[config.mk]
export PLATFORM = sky130hd
export DESIGN_NAME = tdoa_pair_scheduler_flat
export DESIGN_NICKNAME = d
export VERILOG_FILES = /design/src/rtl/qedmma_tdoa_pkg.sv /design/src/rtl/tdoa_pair_scheduler_if.sv /design/src/rtl/tdoa_pair_next_sel.sv /design/src/rtl/tdoa_pair_scheduler.sv /design/src/flat_wrapper.sv
export SDC_FILE = /design/constraint.sdc
export NUM_CORES = 1
export LEC_CHECK = 0
export CAP_MARGIN = 20
export CORE_ASPECT_RATIO = 0.7
export CORE_MARGIN = 3
export CORE_UTILIZATION = 51
export CTS_CLUSTER_DIAMETER = 60
export DETAILED_ROUTE_END_ITERATION = 10
export GPL_TIMING_DRIVEN = 0
export MAX_ROUTING_LAYER = met4
export PLACE_DENSITY = 0.89
export SYNTH_ARGS = -nofsm -noshare
export SYNTH_HDL_FRONTEND = slang
export SYNTH_SLANG_ARGS = --single-unit
[constraint.sdc]
create_clock -name clk -period 12.6 [get_ports clk]
set_clock_uncertainty 0.2 [all_clocks]
set_input_delay 2.52 -clock clk [delete_from_list [all_inputs] [get_ports clk]]
set_output_delay 2.52 -clock clk [all_outputs]
set_load 0.03 [all_outputs]
[src/rtl/qedmma_tdoa_pkg.sv]
// Shared types and constants for the TDOA pair scheduler and the correlator it drives.
package qedmma_tdoa_pkg;

   // Default correlator result widths, shared with the cross-correlator.
   localparam int unsigned DEF_TDOA_WIDTH = 32;
   localparam int unsigned DEF_PEAK_WIDTH = 24;
   // Widest node index for the largest supported array (16 nodes).
   localparam int unsigned MAX_NODE_W = 4;

   typedef enum logic [2:0] {
      StIdle,
      StArb,
      StStart,
      StWaitBusy,
      StWaitResult,
      StDrain,
      StStore,
      StRelease
   } sched_state_t;

   typedef struct packed {
      logic [DEF_TDOA_WIDTH-1:0] tdoa;
      logic [DEF_PEAK_WIDTH-1:0] peak;
      logic [MAX_NODE_W-1:0]     pair;
      logic                      timeout;
   } tdoa_result_t;

   // Saturating 16-bit increment used for event counters.
   function automatic logic [15:0] sat_inc16(input logic [15:0] v);
      return (v == 16'hFFFF) ? v : v + 16'd1;
   endfunction

endpackage

[src/rtl/tdoa_pair_scheduler_if.sv]
// Result stream from the pair scheduler: tagged TDOA results with a valid/ready handshake.
interface tdoa_pair_scheduler_if
   import qedmma_tdoa_pkg::*;
#(
   parameter int unsigned NODE_W     = 2,
   parameter int unsigned TDOA_WIDTH = DEF_TDOA_WIDTH,
   parameter int unsigned PEAK_WIDTH = DEF_PEAK_WIDTH
) ();

   logic [TDOA_WIDTH-1:0] res_tdoa;
   logic [PEAK_WIDTH-1:0] res_peak;
   logic [NODE_W-1:0]     res_pair;
   logic                  res_timeout;
   logic                  res_valid;
   logic                  res_ready;

   modport master (
      output res_tdoa,
      output res_peak,
      output res_pair,
      output res_timeout,
      output res_valid,
      input  res_ready
   );

   modport slave (
      input  res_tdoa,
      input  res_peak,
      input  res_pair,
      input  res_timeout,
      input  res_valid,
      output res_ready
   );

endinterface

[src/rtl/tdoa_pair_next_sel.sv]
// Lowest-set-bit encoder: picks the next pending pair and returns the mask without it.
module tdoa_pair_next_sel #(
   parameter int unsigned WIDTH  = 3,
   parameter int unsigned NODE_W = 2
) (
   input  logic [WIDTH-1:0]  mask,
   output logic [NODE_W-1:0] idx,
   output logic [WIDTH-1:0]  rest
);

   // Scan from the top so the lowest set bit is the last (winning) assignment; bit k is node k+1.
   always_comb begin
      idx = '0;
      for (int k = WIDTH - 1; k >= 0; k--) begin
         if (mask[k]) begin
            idx = NODE_W'(k + 1);
         end
      end
   end

   // Clearing the lowest set bit.
   always_comb begin
      rest = mask & (mask - WIDTH'(1));
   end

endmodule

[src/rtl/tdoa_pair_scheduler.sv]
// Sequences the shared cross-correlator over receiver pairs (0,j) once per acquisition epoch,
// captures tagged results behind a watchdog and releases the frame buffers afterwards.
module tdoa_pair_scheduler
   import qedmma_tdoa_pkg::*;
#(
   parameter int unsigned NUM_NODES     = 4,
   parameter int unsigned NODE_W        = $clog2(NUM_NODES),
   parameter int unsigned TDOA_WIDTH    = DEF_TDOA_WIDTH,
   parameter int unsigned PEAK_WIDTH    = DEF_PEAK_WIDTH,
   parameter int unsigned TIMEOUT_WIDTH = 20
) (
   input  logic                     clk,
   input  logic                     rst,
   input  logic                     cfg_enable,
   input  logic [NUM_NODES-2:0]     cfg_pair_mask,
   input  logic [TIMEOUT_WIDTH-1:0] cfg_timeout,
   input  logic [NUM_NODES-1:0]     node_frame_ready,
   output logic [NUM_NODES-1:0]     node_frame_release,
   output logic [NODE_W-1:0]        corr_sel_a,
   output logic [NODE_W-1:0]        corr_sel_b,
   output logic                     corr_enable,
   input  logic                     corr_busy,
   input  logic [TDOA_WIDTH-1:0]    corr_tdoa,
   input  logic [PEAK_WIDTH-1:0]    corr_peak,
   input  logic                     corr_tdoa_valid,
   tdoa_pair_scheduler_if.master    res,
   output logic                     busy,
   output logic [15:0]              epoch_cnt,
   output logic [15:0]              err_timeout_cnt
);

   localparam int unsigned PAIRS = NUM_NODES - 1;

   sched_state_t             state_q, state_d;
   logic [PAIRS-1:0]         pend_q, pend_d;
   logic [PAIRS-1:0]         lat_mask_q, lat_mask_d;
   logic [NODE_W-1:0]        sel_b_q, sel_b_d;
   logic [TIMEOUT_WIDTH-1:0] wd_q, wd_d;
   logic [TDOA_WIDTH-1:0]    res_tdoa_q, res_tdoa_d;
   logic [PEAK_WIDTH-1:0]    res_peak_q, res_peak_d;
   logic [NODE_W-1:0]        res_pair_q, res_pair_d;
   logic                     res_timeout_q, res_timeout_d;
   logic [15:0]              epoch_q, epoch_d;
   logic [15:0]              err_q, err_d;

   logic [NODE_W-1:0]        next_idx;
   logic [PAIRS-1:0]         next_rest;
   logic                     frames_ok;
   logic [TIMEOUT_WIDTH:0]   wd_inc;
   logic [TIMEOUT_WIDTH-1:0] wd_next;
   logic                     wd_expire;

   tdoa_pair_next_sel #(
      .WIDTH  (PAIRS),
      .NODE_W (NODE_W)
   ) u_next_sel (
      .mask (pend_q),
      .idx  (next_idx),
      .rest (next_rest)
   );

   // Epoch start gate and watchdog arithmetic.
   always_comb begin
      frames_ok = node_frame_ready[0] &&
                  ((node_frame_ready[NUM_NODES-1:1] & cfg_pair_mask) == cfg_pair_mask);
      wd_inc    = {1'b0, wd_q} + 1'b1;
      // Saturate rather than wrap so a limit raised mid-job cannot be skipped over.
      wd_next   = (&wd_q) ? wd_q : wd_q + 1'b1;
      wd_expire = (cfg_timeout != '0) && (wd_inc >= {1'b0, cfg_timeout});
   end

   // Next-state logic for the pair sequencer, result capture and counters.
   always_comb begin
      state_d       = state_q;
      pend_d        = pend_q;
      lat_mask_d    = lat_mask_q;
      sel_b_d       = sel_b_q;
      wd_d          = wd_q;
      res_tdoa_d    = res_tdoa_q;
      res_peak_d    = res_peak_q;
      res_pair_d    = res_pair_q;
      res_timeout_d = res_timeout_q;
      epoch_d       = epoch_q;
      err_d         = err_q;

      case (state_q)
         StIdle: begin
            if (cfg_enable && (cfg_pair_mask != '0) && frames_ok) begin
               pend_d     = cfg_pair_mask;
               lat_mask_d = cfg_pair_mask;
               state_d    = StArb;
            end
         end
         StArb: begin
            sel_b_d = next_idx;
            pend_d  = next_rest;
            state_d = StStart;
         end
         StStart: begin
            wd_d    = '0;
            state_d = StWaitBusy;
         end
         StWaitBusy: begin
            wd_d = wd_next;
            if (wd_expire) begin
               res_tdoa_d    = '0;
               res_peak_d    = '0;
               res_pair_d    = sel_b_q;
               res_timeout_d = 1'b1;
               err_d         = sat_inc16(err_q);
               state_d       = StDrain;
            end else if (corr_busy) begin
               state_d = StWaitResult;
            end
         end
         StWaitResult: begin
            wd_d = wd_next;
            // A result arriving in the expiry cycle still counts as a real result.
            if (corr_tdoa_valid) begin
               res_tdoa_d    = corr_tdoa;
               res_peak_d    = corr_peak;
               res_pair_d    = sel_b_q;
               res_timeout_d = 1'b0;
               state_d       = StStore;
            end else if (wd_expire) begin
               res_tdoa_d    = '0;
               res_peak_d    = '0;
               res_pair_d    = sel_b_q;
               res_timeout_d = 1'b1;
               err_d         = sat_inc16(err_q);
               state_d       = StDrain;
            end
         end
         StDrain: begin
            if (!corr_busy) begin
               state_d = StStore;
            end
         end
         StStore: begin
            if (res.res_ready) begin
               if ((pend_q != '0) && cfg_enable) begin
                  state_d = StArb;
               end else begin
                  sel_b_d = '0;
                  state_d = StRelease;
               end
            end
         end
         StRelease: begin
            epoch_d    = epoch_q + 16'd1;
            lat_mask_d = '0;
            pend_d     = '0;
            state_d    = StIdle;
         end
         default: begin
            state_d = StIdle;
         end
      endcase
   end

   // State and datapath registers; reset aborts any job without a release pulse.
   always_ff @(posedge clk or posedge rst) begin
      if (rst) begin
         state_q       <= StIdle;
         pend_q        <= '0;
         lat_mask_q    <= '0;
         sel_b_q       <= '0;
         wd_q          <= '0;
         res_tdoa_q    <= '0;
         res_peak_q    <= '0;
         res_pair_q    <= '0;
         res_timeout_q <= 1'b0;
         epoch_q       <= '0;
         err_q         <= '0;
      end else begin
         state_q       <= state_d;
         pend_q        <= pend_d;
         lat_mask_q    <= lat_mask_d;
         sel_b_q       <= sel_b_d;
         wd_q          <= wd_d;
         res_tdoa_q    <= res_tdoa_d;
         res_peak_q    <= res_peak_d;
         res_pair_q    <= res_pair_d;
         res_timeout_q <= res_timeout_d;
         epoch_q       <= epoch_d;
         err_q         <= err_d;
      end
   end

   // Outputs decoded from the registered state, so all are zero while reset is held.
   always_comb begin
      corr_sel_a         = '0;
      corr_sel_b         = sel_b_q;
      corr_enable        = (state_q == StStart) || (state_q == StWaitBusy);
      node_frame_release = (state_q == StRelease) ? {lat_mask_q, 1'b1} : '0;
      busy               = (state_q != StIdle);
      epoch_cnt          = epoch_q;
      err_timeout_cnt    = err_q;
      res.res_tdoa       = res_tdoa_q;
      res.res_peak       = res_peak_q;
      res.res_pair       = res_pair_q;
      res.res_timeout    = res_timeout_q;
      res.res_valid      = (state_q == StStore);
   end

endmodule

[src/flat_wrapper.sv]
// flat-port wrapper written by rule: the top's interface ports become plain ports
module tdoa_pair_scheduler_flat import qedmma_tdoa_pkg::*;
#(
   parameter int unsigned NUM_NODES     = 4,
   parameter int unsigned NODE_W        = $clog2(NUM_NODES),
   parameter int unsigned TDOA_WIDTH    = DEF_TDOA_WIDTH,
   parameter int unsigned PEAK_WIDTH    = DEF_PEAK_WIDTH,
   parameter int unsigned TIMEOUT_WIDTH = 20
)
  (clk, rst, cfg_enable, cfg_pair_mask, cfg_timeout, node_frame_ready, node_frame_release, corr_sel_a, corr_sel_b, corr_enable, corr_busy, corr_tdoa, corr_peak, corr_tdoa_valid, busy, epoch_cnt, err_timeout_cnt, res_res_tdoa, res_res_peak, res_res_pair, res_res_timeout, res_res_valid, res_res_ready);
  tdoa_pair_scheduler_if #(.NODE_W(NODE_W), .TDOA_WIDTH(TDOA_WIDTH), .PEAK_WIDTH(PEAK_WIDTH)) res_i ();
  input  logic clk;
  input  logic rst;
  input  logic cfg_enable;
  input  logic [NUM_NODES-2:0] cfg_pair_mask;
  input  logic [TIMEOUT_WIDTH-1:0] cfg_timeout;
  input  logic [NUM_NODES-1:0] node_frame_ready;
  output logic [NUM_NODES-1:0] node_frame_release;
  output logic [NODE_W-1:0] corr_sel_a;
  output logic [NODE_W-1:0] corr_sel_b;
  output logic corr_enable;
  input  logic corr_busy;
  input  logic [TDOA_WIDTH-1:0] corr_tdoa;
  input  logic [PEAK_WIDTH-1:0] corr_peak;
  input  logic corr_tdoa_valid;
  output logic busy;
  output logic [15:0] epoch_cnt;
  output logic [15:0] err_timeout_cnt;
  output wire logic [$bits(res_i.res_tdoa)-1:0] res_res_tdoa;
  output wire logic [$bits(res_i.res_peak)-1:0] res_res_peak;
  output wire logic [$bits(res_i.res_pair)-1:0] res_res_pair;
  output wire logic [$bits(res_i.res_timeout)-1:0] res_res_timeout;
  output wire logic [$bits(res_i.res_valid)-1:0] res_res_valid;
  input wire logic [$bits(res_i.res_ready)-1:0] res_res_ready;
  assign res_res_tdoa = res_i.res_tdoa;
  assign res_res_peak = res_i.res_peak;
  assign res_res_pair = res_i.res_pair;
  assign res_res_timeout = res_i.res_timeout;
  assign res_res_valid = res_i.res_valid;
  assign res_i.res_ready = res_res_ready;
  tdoa_pair_scheduler #(.NUM_NODES(NUM_NODES), .NODE_W(NODE_W), .TDOA_WIDTH(TDOA_WIDTH), .PEAK_WIDTH(PEAK_WIDTH), .TIMEOUT_WIDTH(TIMEOUT_WIDTH)) u_core (.clk(clk), .rst(rst), .cfg_enable(cfg_enable), .cfg_pair_mask(cfg_pair_mask), .cfg_timeout(cfg_timeout), .node_frame_ready(node_frame_ready), .node_frame_release(node_frame_release), .corr_sel_a(corr_sel_a), .corr_sel_b(corr_sel_b), .corr_enable(corr_enable), .corr_busy(corr_busy), .corr_tdoa(corr_tdoa), .corr_peak(corr_peak), .corr_tdoa_valid(corr_tdoa_valid), .res(res_i), .busy(busy), .epoch_cnt(epoch_cnt), .err_timeout_cnt(err_timeout_cnt));
endmodule
==> results of run 1 <==
## area by class of cell
class                      count  area, sq um  share of cell area
buffer                        33        145.1             0.01617
multi-input combinational    484         2923              0.3257
clock inverter                14        195.2             0.02175
clock buffer                  18        439.2             0.04893
tap                          157        196.4             0.02189
inverter                      29        113.9             0.01269
sequential                   122         3053              0.3402
timing repair buffer         189         1909              0.2127
## cells in the final DEF (no fill, tap or decap), drive strengths merged, types with 14 or more instances in the layout
master and n:
clkbuf 43, a32o 17, inv 30, ha 23, nand3 26, xnor2 38, o21ai 71, nand4 17
nor2 24, dfrtp 122, clkdlybuf4s50 188, a21oi 14, nand2 151
## state kept, by name (all words and copies together) (netlist names)
name                    count
u_core.res.res_pair         2
u_core.wd_q                20
u_core.res.res_tdoa        32
u_core.res.res_timeout      1
u_core.err_timeout_cnt     16
u_core.pend_q               3
u_core.res.res_peak        24
u_core.lat_mask_q           3
u_core.epoch_cnt           16
u_core.corr_sel_b           2
u_core.state_q              3
## where the power goes
| group | switching, uW | leakage [uW] | internal (uW) | total, uW |
|---|---|---|---|---|
| Sequential | 73.2 | 0.00161 | 498 | 571 |
| Clock | 185 | 0.000299 | 337 | 522 |
| Combinational | 457 | 0.00202 | 291 | 749 |
| Total | 715 | 0.00392 | 1130 | 1840 |
## worst min path at each step
| stage | end | slack (ns) | cells past startpoint |
|---|---|---|---|
| 2_1_floorplan | u_core.lat_mask_q[0] | 0.28 | 2 |
| 6_report | u_core.epoch_cnt[15] | 0.28 | 1 |
| 3_5_place_dp | u_core.epoch_cnt[15] | 0.27 | 1 |
| 4_1_cts | u_core.epoch_cnt[15] | 0.28 | 1 |
| 5_1_grt | u_core.epoch_cnt[15] | 0.30 | 1 |
| 3_3_place_gp | u_core.epoch_cnt[15] | 0.26 | 1 |
## worst max-delay path: cells and delay by family (launching register included)
family                 cells  cell delay [ns]
buffers and inverters      4             1.58
and+or+nand+nor            2             0.56
DFF                        1             0.44
## routing by layer
metal	track usage	wire length (um)	up-vias
met2	0.4198	8366	251
met5	-	0	-
met4	0.09263	482	0
li1	-	-	2748
met1	0.3772	8041	2757
met3	0.06547	1252	42
## stage by stage
stage | instance area (sq um) | hold WS, ns | instances
4_1_cts | 8975 | 0.2826 | 1046
3_5_place_dp | 8341 | 0.2745 | 1014
2_1_floorplan | 6230 | 0.2776 | 668
3_3_place_gp | 8308 | 0.2644 | 1013
6_report | 8975 | 0.2768 | 1046
5_1_grt | 8975 | 0.3001 | 1046
## synth_stat cells (all sizes together), types with 7 or more instances
library cell	number	area, sq um
nand3	26	130.1
xnor2	38	332.8
clkbuf	25	93.84
and2	7	43.79
nor2	24	90.09
a21oi	14	70.07
dfrtp	122	3053
inv	29	108.9
xor2	9	78.83
o31ai	9	81.33
ha	23	287.8
a32o	17	170.2
nand2	151	569.3
and3	10	62.56
o21ai	71	355.3
nand4	17	112.6
buf	8	51.29
nor4	8	71.32
nor3	10	50.05
## cell families (layout without fill, tap and decap cells)
logic type	after synthesis	count (layout)
multiplexers	7	7
adder cells (fa/ha/maj)	23	23
AND/OR/NAND/NOR	274	274
buffers and inverters	62	283
other	1	2
AO/OA/AOI/OAI	131	131
flip-flops	122	122
XOR/XNOR	47	47
==> impl_table.tex, run 1 <==
\begin{tabular}{lr}
\hline
Metric & Value \\
\hline
\multicolumn{2}{l}{\textbf{Cells and area}} \\
Number of nets in the layout & 988 \\
Diodes inserted & 0 \\
Layout area overhead & 44.15\% \\
Layout Utilization & 0.7600 \\
Share of post-route cells with drive strength above 1 & 0.05849 \\
Count of filler cells inserted in the layout & 810 \\
\multicolumn{2}{l}{\textbf{Power}} \\
Max VDD drop & 0.1550 mV \\
Overall Power & 1841 uW \\
Power per cell area & around 200 nW/um\^{}2 \\
Static Leak & $\sim$0.0039 uW \\
\multicolumn{2}{l}{\textbf{Floorplan}} \\
Rows & 33 \\
Die H & 98.44 um \\
Effective utilization at floorplan & 0.5272 \\
Core box area & 11810 sq um \\
Horizontal die dimension & roughly 140 um \\
Io pins & 191 \\
Die ar. & 13590 sq um \\
\multicolumn{2}{l}{\textbf{Routing}} \\
Antenna Violating Nets Remaining & 0 \\
Post-DR vias/cell & 5.543 \\
Routed WL per cell & 17.34 um \\
Routed Wire Length & between 15 and 20 mm \\
First-pass detailed-route iteration total & 5 \\
Number of vias in the routed layout & 5798 \\
\# DRC & 0 \\
Violation count after the first detailed-routing iteration & 441 \\
\multicolumn{2}{l}{\textbf{Logic synthesis}} \\
Post-synth cell types & 55 \\
Post-synth ARST share & 1.000 \\
Main combinational cell family by area after synthesis & simple AND/OR/NAND/NOR gates \\
Post-synthesis instance area & 6226 sq um \\
Synthesized area per cell & 9.334 sq um \\
Compound-cell area share of the yosys netlist & 0.1355 \\
Multiplexer share of the synthesized area & 0.01266 \\
Primary FF master, synth & dfrtp\_1 \\
Xor and xnor area share after synthesis & 0.06612 \\
Yosys reg bits & approximately 120 \\
Post-Synth Simple-Gate Area & 0.2078 \\
Synthesis warning total & 0 \\
Gate count after technology mapping & 667 \\
Part of the Yosys area used for sequential elements & 0.4904 \\
Number of enable-type register cells in the synthesized netlist & 0 \\
Area share of fa/ha/maj cells after synthesis & 0.04622 \\
\multicolumn{2}{l}{\textbf{Worst setup path}} \\
Start of the worst register-to-register path & u\_core.wd\_q[2] \\
Slowest library cell on the worst path & clkdlybuf4s50\_1 \\
Signal arrival time at the worst endpoint & 2.99 ns \\
Data required time of the critical path & 9.88 ns \\
Worst setup slack for register-to-register paths & 7.73 ns \\
Worst setup path end & node\_frame\_release[3] \\
CP dominant cell by count & clkbuf\_1 \\
Cell breakdown of the critical path & clkbuf\_1 > nand3\_1 > inv\_1 > clkbuf\_1 > and2\_1 > clkdlybuf4s50\_1 \\
Capturing point of the worst reg2reg path & u\_core.res.res\_tdoa[6] \\
Launching instance or port of the critical path & u\_core.state\_q[2] \\
Setup crit end kind & primary output \\
Setup CP Type & flop to primary output \\
Max stage delay on crit path & 0.68 ns \\
Crit path max fanout & 10 \\
Cell depth of the worst flop-to-flop path & 13 \\
Launching element type of the critical path & flop \\
\multicolumn{2}{l}{\textbf{Place}} \\
Setup slack at placement & 6.778 ns \\
Final HPWL DP & roughly 13 mm \\
PortBufs & 188 \\
Placer's final routability congestion estimate & approximately 0.88 \\
\multicolumn{2}{l}{\textbf{CTS}} \\
Sink count of the clock tree & 122 \\
Number of CTS-inserted buffers & 17 \\
H-tree level count & 4 \\
CTS resizes & 0 \\
Max Buffers Root-to-Sink & 2 \\
Clk Tree Root Cell & clkbuf\_16 \\
Post-CTS Repair Setup Buffers & 0 \\
Post-CTS Hold Fix Bufs & 0 \\
CTS tree & built \\
Latest clock arrival within the worst-skew pair & between 0.4 and 0.5 ns \\
Clock transition time at the flip-flop clock pins of the worst setup and hold paths & $\sim$0.060 ns \\
\multicolumn{2}{l}{\textbf{Global routing}} \\
Global-route wire length before repair & 29.90 mm \\
Overflow after GRT & 0 \\
GRT Total Usage & 0.2788 \\
Vias in the first global route & 5749 \\
Largest net degree at the start of global routing & 67 \\
Number of antenna violations at the first check in global routing & 0 \\
\multicolumn{2}{l}{\textbf{Timing}} \\
Actual transition at the worst max-transition pin & 1.043 ns \\
Final setup violation count & 0 \\
Worst max-slew margin expressed relative to the limit & 0.2984 \\
Final Hold Fails & 0 \\
Final worst setup slack & 6.892 ns \\
Slew Limit Fails & 0 \\
Min cycle time layout & 5.708 ns \\
Total negative slack for setup checks & 0 ns \\
Unrepaired setup endpoints after global routing & false \\
Fmax & $\sim$180 MHz \\
Tcrit/Tclk final & 0.4530 \\
\multicolumn{2}{l}{\textbf{Worst hold path}} \\
Path class of the lowest-slack min-delay path & flop to flop \\
Worst hold path startpoint & u\_core.epoch\_cnt[15] \\
\multicolumn{2}{l}{\textbf{Run}} \\
Max-cap violation count & 0 \\
\multicolumn{2}{l}{\textbf{Run status}} \\
Run status & completed \\
\hline
\end{tabular}
Power figures use the tool's default switching activity.
==> run 2, diff against run 1 <==
--- a/config.mk
+++ b/config.mk
@@ -8,12 +8,12 @@
 export CAP_MARGIN = 20
 export CORE_ASPECT_RATIO = 0.7
 export CORE_MARGIN = 3
-export CORE_UTILIZATION = 51
+export CORE_UTILIZATION = 47
 export CTS_CLUSTER_DIAMETER = 60
 export DETAILED_ROUTE_END_ITERATION = 10
 export GPL_TIMING_DRIVEN = 0
 export MAX_ROUTING_LAYER = met4
-export PLACE_DENSITY = 0.89
+export PLACE_DENSITY = 0.83
 export SYNTH_ARGS = -nofsm -noshare
 export SYNTH_HDL_FRONTEND = slang
 export SYNTH_SLANG_ARGS = --single-unit
==> constraint.sdc (replaced) <==
create_clock -name clk -period 5.8 [get_ports clk]
set_clock_uncertainty 0.2 [all_clocks]
set_input_delay 1.16 -clock clk [delete_from_list [all_inputs] [get_ports clk]]
set_output_delay 1.16 -clock clk [all_outputs]
set_load 0.03 [all_outputs]
==> run 2 against run 1 <==
  * Combinational power is 120% higher
  * Global-route usage fell by 1.4 points
  * Non-clock buffer count did not move
  * Final area increased by 0.25%
  * Die area up 8.1%
  * Critical path depth grew 7
  * Worst hold slack better by 0.024 ns
  * First-iteration DRC count increased by 6.8%
  * Sequential share of layout area down 0.085 points
==> impl_table.tex, run 2 (synthesized netlist as in run 1, its figures left out) <==
\begin{tabular}{lr}
\hline
Metric & Value \\
\hline
\multicolumn{2}{l}{\textbf{Run status}} \\
Run status & completed \\
\multicolumn{2}{l}{\textbf{Global routing}} \\
Global-route wire length before repair & 29.58 mm (-1.1\%) \\
Largest net degree at the start of global routing & 80 (+19\%) \\
Vias in the first global route & 5721 (-0.49\%) \\
Overflow after GRT & 0 (unchanged) \\
Number of antenna violations at the first check in global routing & 0 (unchanged) \\
GRT Total Usage & 0.2643 (-0.01446) \\
\multicolumn{2}{l}{\textbf{Timing}} \\
Hold Slack & 0.3009 ns (+0.02417 ns) \\
Tcrit/Tclk final & 0.8580 \\
Slew Limit Fails & 0 (unchanged) \\
Final setup violation count & 0 (unchanged) \\
Unrepaired setup endpoints after global routing & false \\
Min cycle time layout & 4.976 ns \\
Actual transition at the worst max-transition pin & 1.038 ns (-0.004473 ns) \\
Worst max-slew margin expressed relative to the limit & 0.3014 (+0.003009) \\
Fmax & 201.0 MHz \\
Final Hold Fails & 0 (unchanged) \\
\multicolumn{2}{l}{\textbf{Place}} \\
PortBufs & 188 (unchanged) \\
Placed Area & 8347 sq um (about the same) \\
Final HPWL DP & 13.27 mm (+3.7\%) \\
Placer's final routability congestion estimate & 0.9070 (+3.6\%) \\
Inst Count DP & 1019 (+0.49\%) \\
\multicolumn{2}{l}{\textbf{Cells and area}} \\
Diodes inserted & 0 (unchanged) \\
Most common library cell in the layout ignoring fill and taps & clkdlybuf4s50\_1 \\
Share of post-route cells with drive strength above 1 & 0.05737 (-0.001125) \\
Number of nets in the layout & 988 (unchanged) \\
Final non-filler cell area & 8997 sq um (+0.25\%) \\
Flip-flop count of the largest register, all copies and words added & 32 (unchanged) \\
Count of filler cells inserted in the layout & 967 (+19\%) \\
Commonest non-fill, non-tap cells in the layout & clkdlybuf4s50\_1, nand2\_1, dfrtp\_1, o21ai\_0, xnor2\_1 \\
Layout area overhead & 44.51\% \\
Final Non-Filler Cells & 1051 (+0.48\%) \\
\multicolumn{2}{l}{\textbf{CTS}} \\
Post-CTS Hold Fix Bufs & 0 (unchanged) \\
Clk Tree Root Cell & clkbuf\_16 \\
Sink count of the clock tree & 122 (unchanged) \\
Number of CTS-inserted buffers & 17 (unchanged) \\
Post-CTS Repair Setup Buffers & 0 (unchanged) \\
H-tree level count & 4 (unchanged) \\
Max Buffers Root-to-Sink & 2 (unchanged) \\
CTS resizes & 0 (unchanged) \\
CTS tree & built \\
Clock transition time at the flip-flop clock pins of the worst setup and hold paths & 0.06 ns (about the same) \\
Latest clock arrival within the worst-skew pair & 0.41 ns (about the same) \\
\multicolumn{2}{l}{\textbf{Worst setup path}} \\
Launching element type of the critical path & flop \\
Slowest library cell on the worst path & nor3b\_1 \\
Crit path max fanout & 10 (unchanged) \\
Setup CP Type & flop to flop \\
Max stage delay on crit path & 0.72 ns (+0.04 ns) \\
Data required time of the critical path & 5.85 ns (-4.03 ns) \\
Cell breakdown of the critical path & and3\_1 > and4\_1 > nor3b\_1 > nand4\_1 > xnor2\_1 > ha\_1 > nand2\_1 > nor4\_2 > and4\_1 > a221oi\_1 > o31ai\_4 > clkbuf\_1 > o21ai\_0 \\
Worst setup slack for register-to-register paths & 0.82 ns (-6.91 ns) \\
Signal arrival time at the worst endpoint & 5.03 ns (+2.04 ns) \\
Setup crit end kind & flop \\
CP dominant cell by count & and4\_1 \\
\multicolumn{2}{l}{\textbf{Floorplan}} \\
Die H & 102.3 um (+3.9\%) \\
Effective utilization at floorplan & 0.4911 (-0.03611) \\
Io pins & 191 (unchanged) \\
Rows & 34 (+3.0\%) \\
Die ar. & 14690 sq um (+8.1\%) \\
Horizontal die dimension & 143.6 um (+4.0\%) \\
Core box area & 12680 sq um (+7.4\%) \\
\multicolumn{2}{l}{\textbf{Routing}} \\
Violation count after the first detailed-routing iteration & 471 (+6.8\%) \\
Routed WL per cell & 18.01 um (+3.9\%) \\
\# DRC & 0 (unchanged) \\
First-pass detailed-route iteration total & 6 (+1) \\
Post-DR vias/cell & 5.622 (+1.4\%) \\
Routed Wire Length & 18.93 mm (+4.4\%) \\
Antenna Violating Nets Remaining & 0 (unchanged) \\
Number of vias in the routed layout & 5909 (+1.9\%) \\
\multicolumn{2}{l}{\textbf{Power}} \\
Static Leak & 0.003933 uW (+0.21\%) \\
Max VDD drop & 0.3206 mV (+110\%) \\
Power per cell area & 450.4 nW/um\^{}2 (+120\%) \\
\multicolumn{2}{l}{\textbf{Worst hold path}} \\
Path class of the lowest-slack min-delay path & flop to flop \\
\multicolumn{2}{l}{\textbf{Run}} \\
Max-cap violation count & 0 (unchanged) \\
\hline
\end{tabular}
==> run 2: metrics by stage <==
step	setup WS [ns]	utilization	total power, uW	TNS (ns)
6_report	0.8238	0.7097	4053	0
2_1_floorplan	1.197	-	2168	0
5_1_grt	0.5078	0.7097	4246	0
3_3_place_gp	-0.6053	0.6558	2820	-73.12
4_1_cts	0.9278	0.7097	4059	0
3_5_place_dp	1.006	0.6584	2862	0
==> run 2: final timing paths <==
| check | from | to | cells past startpoint |
|---|---|---|---|
| max in group asynchronous | rst | u_core.wd_q[15] | 3 |
| min in group asynchronous | rst | u_core.res.res_tdoa[30] | 2 |
| worst min-delay path | u_core.epoch_cnt[6] | u_core.epoch_cnt[6] | 1 |
| worst max register to register | u_core.wd_q[2] | u_core.res.res_tdoa[7] | 13 |
| worst min register to register | u_core.epoch_cnt[6] | u_core.epoch_cnt[6] | 1 |
| worst max-delay path | u_core.wd_q[2] | u_core.res.res_tdoa[7] | 13 |
==> run 2: area by class of cell <==
class                           count  area, sq um  area share
Multi-Input combinational cell    484         2923      0.3249
Inverter                           29        113.9     0.01265
Timing Repair Buffer              189         1909      0.2122
Buffer                             33        145.1     0.01613
Sequential cell                   122         3053      0.3393
Clock buffer                       18        429.2     0.04770
Tap cell                          162        202.7     0.02253
Clock inverter                     14        221.5     0.02461
==> run 2: power by group <==
part           switching, uW  total [uW]  leakage [uW]  internal (uW)
combinational           1010        1650       0.00202            634
clock                    401        1170      0.000307            766
sequential               159        1240       0.00161           1080
==> run 2: critical path, delay by kind of cell (launching register included) <==
kind	cells	cell delay (ns)
AOI/OAI and AO/OA	3	0.96
xor gates and xnor gates	1	0.20
DFF	1	0.46
adders and majority gates	1	0.27
and+or+nand+nor	7	2.33
buffers and inverters	1	0.40
==> run 2: per-layer routing <==
layer / global-route usage / share of wire / vias up
met5: - / 0 / -
met4: 0.09407 / 0.026 / 0
met3: 0.07437 / 0.076 / 36
met2: 0.3892 / 0.46 / 260
met1: 0.3523 / 0.44 / 2866
li1: - / - / 2747
==> run 3, diff against run 2 <==
==> constraint.sdc (replaced) <==
create_clock -name clk -period 5.2 [get_ports clk]
set_clock_uncertainty 0.2 [all_clocks]
set_input_delay 1.04 -clock clk [delete_from_list [all_inputs] [get_ports clk]]
set_output_delay 1.04 -clock clk [all_outputs]
set_load 0.03 [all_outputs]
==> run 3 against run 2 <==
  * Global-route usage unchanged
  * Power increased by 12%
  * Non-clock buffer count unchanged
  * Die area unchanged
  * Final cell count unchanged
  * Setup slack got worse by 0.26 ns
  * Critical path depth unchanged
  * Count of clock-buffer cells in the layout unchanged
  * Clock power increased by 11%
  * Fmax increased by 7.4%
==> impl_table.tex, run 3 (synthesized netlist as in run 1, its figures left out) <==
\begin{tabular}{lr}
\hline
Metric & Value \\
\hline
\multicolumn{2}{l}{\textbf{Cells and area}} \\
Commonest non-fill, non-tap cells in the layout & clkdlybuf4s50\_1, nand2\_1, dfrtp\_1, o21ai\_0, xnor2\_1 \\
Area of combinational cells with multiple inputs & 2928 sq um (+0.17\%) \\
Count of filler cells inserted in the layout & 967 (unchanged) \\
Flip-flop count of the largest register, all copies and words added & 32 (unchanged) \\
Layout area overhead & 44.59\% (about the same) \\
Most common library cell in the layout ignoring fill and taps & clkdlybuf4s50\_1 \\
Final non-filler cell area & 9002 sq um (about the same) \\
Diodes inserted & 0 (unchanged) \\
Number of nets in the layout & 988 (unchanged) \\
Seq. cell area & 3053 sq um (unchanged) \\
Share of post-route cells with drive strength above 1 & 0.05849 (+0.001125) \\
\multicolumn{2}{l}{\textbf{Worst setup path}} \\
Count of cell instances traversed by the critical path & 13 (unchanged) \\
Setup crit end kind & flop \\
Cell breakdown of the critical path & and3\_1 > and4\_1 > nor3b\_2 > nand4\_1 > xnor2\_1 > ha\_1 > nand2\_1 > nor4\_2 > and4\_1 > a221oi\_1 > o31ai\_4 > clkbuf\_1 > o21ai\_0 \\
Signal arrival time at the worst endpoint & 4.69 ns (-0.34 ns) \\
Crit path max fanout & 10 (unchanged) \\
CP dominant cell by count & and4\_1 \\
Slowest library cell on the worst path & o31ai\_4 \\
Max stage delay on crit path & 0.61 ns (-0.11 ns) \\
Number of buffers and inverters on the critical path & 1 (unchanged) \\
Data required time of the critical path & 5.25 ns (-0.60 ns) \\
Launching element type of the critical path & flop \\
Setup CP Type & flop to flop \\
Family of cells with the greatest summed delay on the critical path & simple AND/OR/NAND/NOR gates \\
Cell depth of the worst flop-to-flop path & 13 (unchanged) \\
\multicolumn{2}{l}{\textbf{Routing}} \\
Antenna Violating Nets Remaining & 0 (unchanged) \\
Routed Wire Length & 18.89 mm (-0.20\%) \\
Post-DR vias/cell & 5.637 (+0.25\%) \\
Routed WL per cell & 17.98 um (-0.20\%) \\
First-pass detailed-route iteration total & 5 (-1) \\
Number of vias in the routed layout & 5924 (+0.25\%) \\
\# DRC & 0 (unchanged) \\
Violation count after the first detailed-routing iteration & 485 (+3.0\%) \\
\multicolumn{2}{l}{\textbf{Power}} \\
Static Leak & 0.003933 uW (about the same) \\
Max VDD drop & 0.3574 mV (+11\%) \\
Share of power burned in the clock network & 0.287 (about the same) \\
Sequential cell fraction of total power & 0.306 (about the same) \\
Switching power & 1753 uW (+12\%) \\
Pint & 2767 uW (+12\%) \\
Power per cell area & 502.1 nW/um\^{}2 (+11\%) \\
Switching power share of the total & 0.3878 (about the same) \\
Proportion of power drawn by combinational gates & 0.407 (about the same) \\
\multicolumn{2}{l}{\textbf{Timing}} \\
Hold Slack & 0.3008 ns (-0.0001070 ns) \\
Tcrit/Tclk final & 0.8914 (+0.03340) \\
Slew Limit Fails & 0 (unchanged) \\
Worst max-slew margin expressed relative to the limit & 0.3024 (+0.0009550) \\
Final Hold Fails & 0 (unchanged) \\
Unrepaired setup endpoints after global routing & false \\
Final worst setup slack & 0.5649 ns (-0.2589 ns) \\
Min cycle time layout & 4.635 ns (-0.3411 ns) \\
Total negative slack for setup checks & 0 ns (unchanged) \\
Fmax & 215.7 MHz (+7.4\%) \\
Actual transition at the worst max-transition pin & 1.037 ns (-0.001418 ns) \\
Final setup violation count & 0 (unchanged) \\
\multicolumn{2}{l}{\textbf{Global routing}} \\
Number of antenna violations at the first check in global routing & 0 (unchanged) \\
GRT Total Usage & 0.2643 (unchanged) \\
Overflow after GRT & 0 (unchanged) \\
Global-route wire length before repair & 29.58 mm (unchanged) \\
Largest net degree at the start of global routing & 80 (unchanged) \\
Vias in the first global route & 5721 (unchanged) \\
\multicolumn{2}{l}{\textbf{CTS}} \\
Sink count of the clock tree & 122 (unchanged) \\
Max Buffers Root-to-Sink & 2 (unchanged) \\
CTS resizes & 0 (unchanged) \\
Latest clock arrival within the worst-skew pair & 0.40 ns (about the same) \\
Post-CTS Repair Setup Buffers & 0 (unchanged) \\
CTS tree & built \\
Post-CTS Hold Fix Bufs & 0 (unchanged) \\
Number of CTS-inserted buffers & 17 (unchanged) \\
H-tree level count & 4 (unchanged) \\
Clock transition time at the flip-flop clock pins of the worst setup and hold paths & 0.06 ns (about the same) \\
Clk Tree Root Cell & clkbuf\_16 \\
\multicolumn{2}{l}{\textbf{Place}} \\
Setup slack at placement & 0.4057 ns (-0.6000 ns) \\
Final HPWL DP & 13.27 mm (unchanged) \\
PortBufs & 188 (unchanged) \\
Placed Area & 8347 sq um (unchanged) \\
Placer's final routability congestion estimate & 0.9070 (unchanged) \\
\multicolumn{2}{l}{\textbf{Floorplan}} \\
Die ar. & 14690 sq um (unchanged) \\
Io pins & 191 (unchanged) \\
Core box area & 12680 sq um (unchanged) \\
Die H & 102.3 um (unchanged) \\
Effective utilization at floorplan & 0.4911 (unchanged) \\
Horizontal die dimension & 143.6 um (unchanged) \\
Rows & 34 (unchanged) \\
\multicolumn{2}{l}{\textbf{Run status}} \\
Run status & completed \\
\multicolumn{2}{l}{\textbf{Run}} \\
Max-cap violation count & 0 (unchanged) \\
\multicolumn{2}{l}{\textbf{Worst hold path}} \\
Hold path cells & 1 (unchanged) \\
Path class of the lowest-slack min-delay path & flop to flop \\
\hline
\end{tabular}
[run 3: cell counts in the layout (fill, tap and decap cells not counted)]
No cell type changed its count.
[run 3: final timing paths]
kind	start	end	slack, ns
max reg2reg	u_core.wd_q[2]	u_core.res.res_tdoa[7]	0.56
min in group asynchronous	rst	u_core.res.res_tdoa[30]	0.82
max in group asynchronous	rst	u_core.wd_q[15]	3.27
max	u_core.wd_q[2]	u_core.res.res_tdoa[7]	0.56
min reg2reg	u_core.epoch_cnt[6]	u_core.epoch_cnt[6]	0.30
min	u_core.epoch_cnt[6]	u_core.epoch_cnt[6]	0.30
[run 3: routing by layer]
metal | part of all wire | up-vias | GRT usage | routed length (um)
li1 | - | 2749 | - | -
met1 | 0.44 | 2880 | 0.3523 | 8324
met3 | 0.075 | 40 | 0.07437 | 1417
met2 | 0.46 | 255 | 0.3892 | 8656
met5 | 0 | - | - | 0
met4 | 0.026 | 0 | 0.09407 | 496
[run 3: area by class of cell]
cell class                 count  area share
inverter                      29     0.01265
clock buffer                  18     0.04767
tap                          162     0.02252
timing repair buffer         189      0.2121
clock inverter                14     0.02460
buffer                        33     0.01612
multi-input combinational    484      0.3252
sequential                   122      0.3391
[run 3: power by group through the flow]
stage                     Combinational (uW)  Clock (uW)  Sequential (uW)
after floorplan                          607           0             1810
after global placement                  1770           0             1380
after detailed placement                1810           0             1390
after CTS                               1830        1310             1380
after global routing                    1960        1360             1410
final                                   1840        1300             1380
[run 3: through the flow]
step | utilization | std cells | total power (uW)
6_report | 0.7101 | 1051 | 4520
5_1_grt | 0.7101 | 1051 | 4735
4_1_cts | 0.7097 | 1051 | 4527
3_5_place_dp | 0.6584 | 1019 | 3193
3_3_place_gp | 0.6558 | 1018 | 3146
2_1_floorplan | - | 668 | 2418
